**src/rtl/br_flow_pack_out_reg.sv**
```systemverilog
// ---------------------------------------------------------------------------
// br_flow_pack_out_reg
// Purpose : valid/ready output register for the beat packer. Holds one packed
//           word together with its beat count and last flag, and presents it
//           downstream until the consumer takes it.
// Ports   :
//   clk            in   clock, all state on rising edge
//   rst_n          in   asynchronous reset, active-low
//   load_valid_i   in   a completed word is offered this cycle
//   load_data_i    in   completed word payload
//   load_beats_i   in   number of valid beats in load_data_i
//   load_last_i    in   word was closed by push_last
//   pop_ready_i    in   consumer accepts the held word
//   pop_valid_o    out  held word valid
//   pop_data_o     out  held word payload
//   pop_beats_o    out  held word beat count
//   pop_last_o     out  held word last flag
// ---------------------------------------------------------------------------
module br_flow_pack_out_reg #(
    parameter int Width      = 8,
    parameter int NumBeats   = 4,
    parameter int CountWidth = $clog2(NumBeats + 1)
) (
    input  logic                      clk,
    input  logic                      rst_n,
    input  logic                      load_valid_i,
    input  logic [NumBeats*Width-1:0] load_data_i,
    input  logic [CountWidth-1:0]     load_beats_i,
    input  logic                      load_last_i,
    input  logic                      pop_ready_i,
    output logic                      pop_valid_o,
    output logic [NumBeats*Width-1:0] pop_data_o,
    output logic [CountWidth-1:0]     pop_beats_o,
    output logic                      pop_last_o
);

    logic                      valid_q;
    logic [NumBeats*Width-1:0] data_q;
    logic [CountWidth-1:0]     beats_q;
    logic                      last_q;
    logic                      load_en;

    // The register may take a new word whenever it is empty or its current
    // word is leaving this cycle, so a drain and a reload can share one edge.
    assign load_en = !valid_q || pop_ready_i;

    // Payload only changes when a real word is loaded; a plain drain just
    // drops valid and leaves the old payload parked.
    always_ff @(posedge clk or negedge rst_n) begin
        if (!rst_n) begin
            valid_q <= 1'b0;
            data_q  <= '0;
            beats_q <= '0;
            last_q  <= 1'b0;
        end else if (load_en) begin
            valid_q <= load_valid_i;
            if (load_valid_i) begin
                data_q  <= load_data_i;
                beats_q <= load_beats_i;
                last_q  <= load_last_i;
            end
        end
    end

    assign pop_valid_o = valid_q;
    assign pop_data_o  = data_q;
    assign pop_beats_o = beats_q;
    assign pop_last_o  = last_q;

endmodule

```
**src/rtl/br_flow_pack.sv**
```systemverilog
// ---------------------------------------------------------------------------
// br_flow_pack
// Purpose : packs up to NumBeats narrow beats from a FIFO pop interface into
//           one wide word, emitted on a registered valid/ready interface with
//           a beat count and a last flag.
// Ports   :
//   clk         in   clock, all state on rising edge
//   rst_n       in   asynchronous reset, active-low
//   push_ready  out  stage accepts a beat
//   push_valid  in   beat valid
//   push_data   in   beat payload
//   push_last   in   beat closes the current word early
//   pop_ready   in   consumer accepts the word
//   pop_valid   out  packed word valid
//   pop_data    out  packed word, beat i at [i*Width +: Width]
//   pop_beats   out  number of valid beats in pop_data
//   pop_last    out  word was closed by push_last
// ---------------------------------------------------------------------------
module br_flow_pack #(
    parameter int Width    = 8,
    parameter int NumBeats = 4
) (
    input  logic                                  clk,
    input  logic                                  rst_n,
    output logic                                  push_ready,
    input  logic                                  push_valid,
    input  logic [Width-1:0]                      push_data,
    input  logic                                  push_last,
    input  logic                                  pop_ready,
    output logic                                  pop_valid,
    output logic [NumBeats*Width-1:0]             pop_data,
    output logic [$clog2(NumBeats+1)-1:0]         pop_beats,
    output logic                                  pop_last
);

    localparam int CountWidth = $clog2(NumBeats + 1);
    localparam int DataWidth  = NumBeats * Width;

    logic [CountWidth-1:0] count_q, count_d;
    logic [DataWidth-1:0]  acc_q, acc_d;
    logic [DataWidth-1:0]  acc_with_beat;
    logic                  accept;
    logic                  complete;

    // Ready depends only on the output register, never on push_valid, so the
    // upstream FIFO sees no combinational loop through this stage.
    assign push_ready = !pop_valid || pop_ready;
    assign accept     = push_valid && push_ready;
    assign complete   = accept &&
                        ((count_q == CountWidth'(NumBeats - 1)) || push_last);

    // Accumulator image including the incoming beat in slot[count]; this is
    // what gets handed to the output register when the word completes.
    always_comb begin
        acc_with_beat = acc_q;
        for (int i = 0; i < NumBeats; i++) begin
            if (count_q == CountWidth'(i)) begin
                acc_with_beat[i*Width +: Width] = push_data;
            end
        end
    end

    // On completion the accumulator and counter restart in the same edge the
    // word moves out, which lets the next beat land without a bubble.
    always_comb begin
        count_d = count_q;
        acc_d   = acc_q;
        if (complete) begin
            count_d = '0;
            acc_d   = '0;
        end else if (accept) begin
            count_d = count_q + CountWidth'(1);
            acc_d   = acc_with_beat;
        end
    end

    // Partial word state; reset discards any half-built word.
    always_ff @(posedge clk or negedge rst_n) begin
        if (!rst_n) begin
            count_q <= '0;
            acc_q   <= '0;
        end else begin
            count_q <= count_d;
            acc_q   <= acc_d;
        end
    end

    br_flow_pack_out_reg #(
        .Width      (Width),
        .NumBeats   (NumBeats),
        .CountWidth (CountWidth)
    ) u_out_reg (
        .clk          (clk),
        .rst_n        (rst_n),
        .load_valid_i (complete),
        .load_data_i  (acc_with_beat),
        .load_beats_i (count_q + CountWidth'(1)),
        .load_last_i  (push_last),
        .pop_ready_i  (pop_ready),
        .pop_valid_o  (pop_valid),
        .pop_data_o   (pop_data),
        .pop_beats_o  (pop_beats),
        .pop_last_o   (pop_last)
    );

endmodule

```
**config.mk**
```make
export PLATFORM = sky130hd
export DESIGN_NAME = br_flow_pack
export DESIGN_NICKNAME = d
export VERILOG_FILES = /design/src/rtl/br_flow_pack_out_reg.sv /design/src/rtl/br_flow_pack.sv
export SDC_FILE = /design/constraint.sdc
export NUM_CORES = 1
export LEC_CHECK = 0
export CELL_PAD_IN_SITES_DETAIL_PLACEMENT = 0
export CELL_PAD_IN_SITES_GLOBAL_PLACEMENT = 2
export CORE_ASPECT_RATIO = 0.7
export CORE_MARGIN = 4
export CORE_UTILIZATION = 35
export DETAILED_ROUTE_END_ITERATION = 12
export GPL_TIMING_DRIVEN = 0
export PLACE_DENSITY = 0.82
export SYNTH_ARGS = -nofsm -noshare
export SYNTH_HDL_FRONTEND = slang
export SYNTH_SLANG_ARGS = --single-unit
```
**constraint.sdc**
```tcl
create_clock -name clk -period 2.6 [get_ports clk]
set_input_delay 0.65 -clock clk [delete_from_list [all_inputs] [get_ports clk]]
set_output_delay 0.65 -clock clk [all_outputs]
set_load 0.05 [all_outputs]
```
# ---- After elaboration in Yosys (flattened, before gate mapping)
# Cells that the tools add are included.
dict set report totals {
  in_bits 13
  word_cells 26
  regBits 72
  output_inout_bits 38
}
dict set report classes {
  mux 8
  reduce_logical 8
  addsub 1
  eq_ne 3
}
# operator count
set ops {}
lappend ops {{$mux W32} 2}
lappend ops {{$mux W8} 4}
lappend ops {{$eq A3 B2 Y1 const B} 2}
lappend ops {{$mux W3} 2}
lappend ops {{$add A3 B1 Y3 const B} 1}
lappend ops {{$eq A3 B1 Y1 const B} 1}
lappend ops {{$logic_not A3 Y1} 1}
lappend ops {{$logic_and A1 B1 Y1} 2}
lappend ops {{$logic_or A1 B1 Y1} 2}
lappend ops {{$reduce_and A2 Y1} 1}
lappend ops {{$reduce_bool A2 Y1} 1}
lappend ops {{$logic_not A1 Y1} 1}

# ---- Depth between registers and ports, before layout
dict set report depth {
  word_depth 5
  mapped_depth 8
  ltp_nobuf 5
}

# ---- By module
# From an unflattened synthesis, not the netlist that was laid out.
dict set report hier_totals {
  hier_cells 220
  hier_area_um2 3437.0
}
# module cells_per_inst n_inst seq_area_each_um2 area_per_inst_um2
set modules_own_cells {}
lappend modules_own_cells {br_flow_pack 141 1 875.8 1900.6}
lappend modules_own_cells {br_flow_pack_out_reg 79 1 925.9 1536.5}

# ---- Worst setup path after synthesis
# OpenSTA, ideal clock, no wires.
dict set report synth_timing {
  path_type {flip-flop to flip-flop}
  startpoint {register count_q[0]}
  endpoint {register u_out_reg.data_q[12], in the netlist u_out_reg.pop_data_o[12]}
  path_stages_with_launch 9
  setup_slack_ps 581
  t_arrival_ps 1894
  period_less_slack_ps 2019
  t_required_ps 2475
  path_buffers 3
  setup_ps 125
  cell_sequence {dfrtp_1 -> ha_1 -> ha_1 -> buf_6 -> or2_1 -> buf_6 -> nand3_4 -> buf_6 -> mux2_4}
}
dict set report synth_between {
  elab_chain_len 4
  elab_cells_between_ends 6
  classes_between {eq/ne: 2; mux: 1; reduce/logical: 3}
}
# element line
set synth_lines {}
lappend synth_lines {{start: declaration} br_flow_pack.sv:39} ;# logic [CountWidth-1:0] count_q, count_d;
lappend synth_lines {{start signal: assignment} br_flow_pack.sv:83} ;# count_q <= count_d;
lappend synth_lines {{$eq A3 B2 Y1} br_flow_pack.sv:50} ;# ((count_q == CountWidth'(NumBeats - 1)) || push_last);
lappend synth_lines {{$logic_or A1 B1 Y1} br_flow_pack.sv:50}
lappend synth_lines {{$logic_and A1 B1 Y1} br_flow_pack.sv:49} ;# assign complete = accept &&
lappend synth_lines {{$reduce_and A2 Y1 (no source line)} -}
lappend synth_lines {{end signal: assignment} br_flow_pack_out_reg.sv:58} ;# data_q <= load_data_i;
lappend synth_lines {{end: declaration} br_flow_pack_out_reg.sv:38} ;# logic [NumBeats*Width-1:0] data_q;
# Parallel ways exist; a longest one is shown, timed or not.
# A chain may end at the register's enable or synchronous reset.

# ---- Worst setup path in the final report
dict set report layout_timing {
  startpoint {input pop_ready}
  endpoint {output push_ready}
}
dict set report layout_between {
  elab_chain_len 1
}
# element line
set layout_lines {}
lappend layout_lines {{start: declaration} br_flow_pack.sv:29} ;# input logic pop_ready,
lappend layout_lines {{$logic_or A1 B1 Y1} br_flow_pack.sv:47} ;# assign push_ready = !pop_valid || pop_ready;
lappend layout_lines {{end: declaration} br_flow_pack.sv:25} ;# output logic push_ready,
# Every way passes these cells.

==> reports/qor.yml <==
yosys:
  syn-cell-area_um2: 3300
  muxShareOfSynthArea: 0.258
  synth_warnings: 0
  synth_top_family_by_area: "multiplexers"
  syn_nets: 234
  synth_top_area_share: 0.546
  synth_compound_area_frac: 0.0880
  synth-simple-area-share: 0.0581
  ys_top_cells_by_area: "dfrtp_1 (55%), mux2_4 (13%), mux2_2 (13%), a22o_1 (6.6%), nor4_4 (1.9%)"
  synthCells: 216
  synthAdderAreaFrac: 0.0190
  syn_area_per_cell_um2: 15.3
  synth-seq-cells: 72
  synth.yosys.seq_area_share: 0.546
  synth_xor_area_frac: 0
  yosysUniqueCellTypes: 26
  netlist.top_cell.by_area: "dfrtp_1"
detailed_routing:
  viasPerCell: 4.78
  finalWirelength_um: 7090
  wire_per_inst_um: 17.5
  num_vias: 1942
  drt_iter0_markers: 85
  drc: 0
  drtAntennaViolNets: 0
  dr.pass1.iters: 7
die:
  die_h_um: 89.2
  fp.dieArea_um2: 11100
  fp.coreArea_um2: 9110
  io_pins: 51
  rows: 29
  initial_core_util: 0.362
  die_w_um: 124
placement:
  port_buffers: 50
  gp_routability_congestion: 0.758
  dpl.hpwl_um: 4850
  post-place-ws_ps: -297
finish:
  layout.nets: 296
  fill_cells: 816
  num_antenna_cells: 0
  drive_above_1_share: 0.351
  syn2layout_area_growth_pct: 28.5
cts:
  htreeDepth: 3
  worstSkewPairLatency_ps: 330
  cts-root-buf: "clkbuf_16"
  clock_sinks: 72
  numCtsBuffers: 9
  hold_buffers: 0
  cts.path.max_buffers: 2
  cts_tree: "yes"
  path_clk_slew_ps: 50
critical_path:
  slowest_stage: "clkdlybuf4s50_1"
  crit_start: "pop_ready"
  worstSetupStartpointType: "input pin"
  required_ps: 1950
  critical-path-max-stage-delay_ps: 460
  crit_path_max_fanout: 6
  crit_arrival_ps: 1720
  r2r-start: "count_q[0]$_DFFE_PN0P_"
  cp-end-kind: "output pin"
  r2r_slack_ps: 390
  critPathTopFamily: "buffers and inverters"
  r2r_end: "u_out_reg.pop_data_o[17]$_DFFE_PN0P_"
  crit_type: "in -> out"
  cp_cell_sequence: "clkdlybuf4s50_1 > nor2b_1 > inv_1 > clkbuf_2"
  cp_num_buf_inv: 3
  rr_worst_depth: 8
  crit_cells: 4
hold_path:
  hold_path.class: "in -> async"
timing:
  maxSlewViolCount: 0
  maxSlewHeadroom: 0.610
  rsz0062_at_grt: "no"
  hold_viol: 0
  holdWs_ps: 223
  fin_crit_sh: 0.912
  min_period_ps: 2370
  setup_ws_ps: 229
  max_freq_ghz: 0.422
  fin_setup_tns_ps: 0
  worstMarginPinSlew_ps: 585
  setup_viol: 0
  skew_ps: 6.45
global_routing:
  track_usage: 0.142
  grt_pass1_vias: 2056
  gr-total-overflow: 0
  grt_max_degree: 50
  antenna_found_initial: 0
  grt_pass1_wl_um: 11400
pwr:
  vdd_ir_drop_max_uv: 537
  power_leakage_nw: 2.01
  power_w: 0.00433
  p_per_area_nw_per_um2: 1020
job:
  cap_violations: 0
run_status:
  outcome: "completed"
[cell families (layout without fill, tap and decap cells)]
kind of cell,after synthesis,after routing
flops,72,72
compound gates,35,35
mux,66,66
buf+inv,15,81
fa+ha+maj,5,5
simple gates,23,23
[per-stage QoR]
step / instances / instance area, um^2 / utilization
2_1_floorplan: 216 / 3300 / -
3_3_place_gp: 390 / 3950 / 0.434
3_5_place_dp: 391 / 3980 / 0.437
4_1_cts: 406 / 4240 / 0.466
5_1_grt: 406 / 4240 / 0.465
6_report: 406 / 4240 / 0.465
[flip-flops by register name, indices dropped and copies added, names as in the netlist]
name	flops
u_out_reg.pop_data_o	32
acc_q	32
u_out_reg.pop_beats_o	3
count_q	3
u_out_reg.pop_last_o	1
u_out_reg.pop_valid_o	1
[synthesized netlist by cell type]
| master | instances |
|---|---|
| mux2_2 | 37 |
| inv_1 | 4 |
| ha_1 | 5 |
| o21ai_0 | 5 |
| dfrtp_1 | 72 |
| buf_2 | 3 |
| o211ai_2 | 1 |
| buf_6 | 5 |
| nand2b_1 | 3 |
| nor4_4 | 3 |
| and2_1 | 8 |
| inv_2 | 1 |
| nand3_4 | 1 |
| a22o_1 | 25 |
| or2_1 | 1 |
| o41ai_1 | 1 |
| mux2_4 | 29 |
| nor2b_1 | 2 |
| a211o_1 | 2 |
| clkbuf_2 | 1 |
| nand4_1 | 1 |
| nor2_1 | 2 |
| nand2_1 | 1 |
| clkbuf_1 | 1 |
| o31ai_1 | 1 |
| nand3_1 | 1 |
[cells in the final DEF, fill, tap and decap left out, types with 2 or more instances in the layout]
master,synthesis,routed
buf_6,5,5
buf_2,3,3
nor4_4,3,3
clkinvlp_4,0,3
nand2b_1,3,3
clkinv_2,0,3
o21ai_0,5,5
mux2_4,29,29
and2_1,8,8
a211o_1,2,2
dfrtp_1,72,72
nor2_1,2,2
clkdlybuf4s50_1,0,48
inv_1,4,4
mux2_2,37,37
nor2b_1,2,2
a22o_1,25,25
clkbuf_2,1,2
ha_1,5,5
clkbuf_16,0,9
[power by group]
part | total, W | internal, W | switching (W)
Combinational | 0.00173 | 0.000732 | 0.000996
Sequential | 0.00151 | 0.00137 | 0.000144
Clock | 0.00109 | 0.000633 | 0.000456
Total | 0.00433 | 0.00273 | 0.00160
[metal layers]
metal | track usage | part of all wire | vias up
met5 | 0 | 0 | -
met4 | 0.0388 | 0.0076 | 0
met3 | 0.0569 | 0.056 | 7
met2 | 0.192 | 0.40 | 55
met1 | 0.209 | 0.54 | 966
li1 | - | - | 914
[final cells by class]
class / instances / area, um^2 / share of cell area
Inverter: 5 / 18.8 / 0.00443
Tap cell: 124 / 155 / 0.0366
Clock buffer: 9 / 225 / 0.0532
Multi-Input combinational cell: 129 / 1400 / 0.330
Sequential cell: 72 / 1800 / 0.425
Buffer: 10 / 80.1 / 0.0189
Timing Repair Buffer: 51 / 520 / 0.123
Clock inverter: 6 / 37.5 / 0.00886
[timing repair]
action,CTS,global route
endpoints found under the hold margin,0,0
buffers inserted,0,0
setup endpoints to repair,1,1
pin swaps,0,0
resized for setup,2,1
[how the worst max path moves through the flow]
stage	slack, ps	endpoint
finish	230	push_ready
global route	150	push_ready
CTS	20	push_ready
detailed placement	-300	push_ready
global placement	-1640	u_out_reg.pop_data_o[27]$_DFFE_PN0P_
floorplan	580	u_out_reg.pop_data_o[12]$_DFFE_PN0P_
Note: power is estimated with default switching activity, not from simulation.
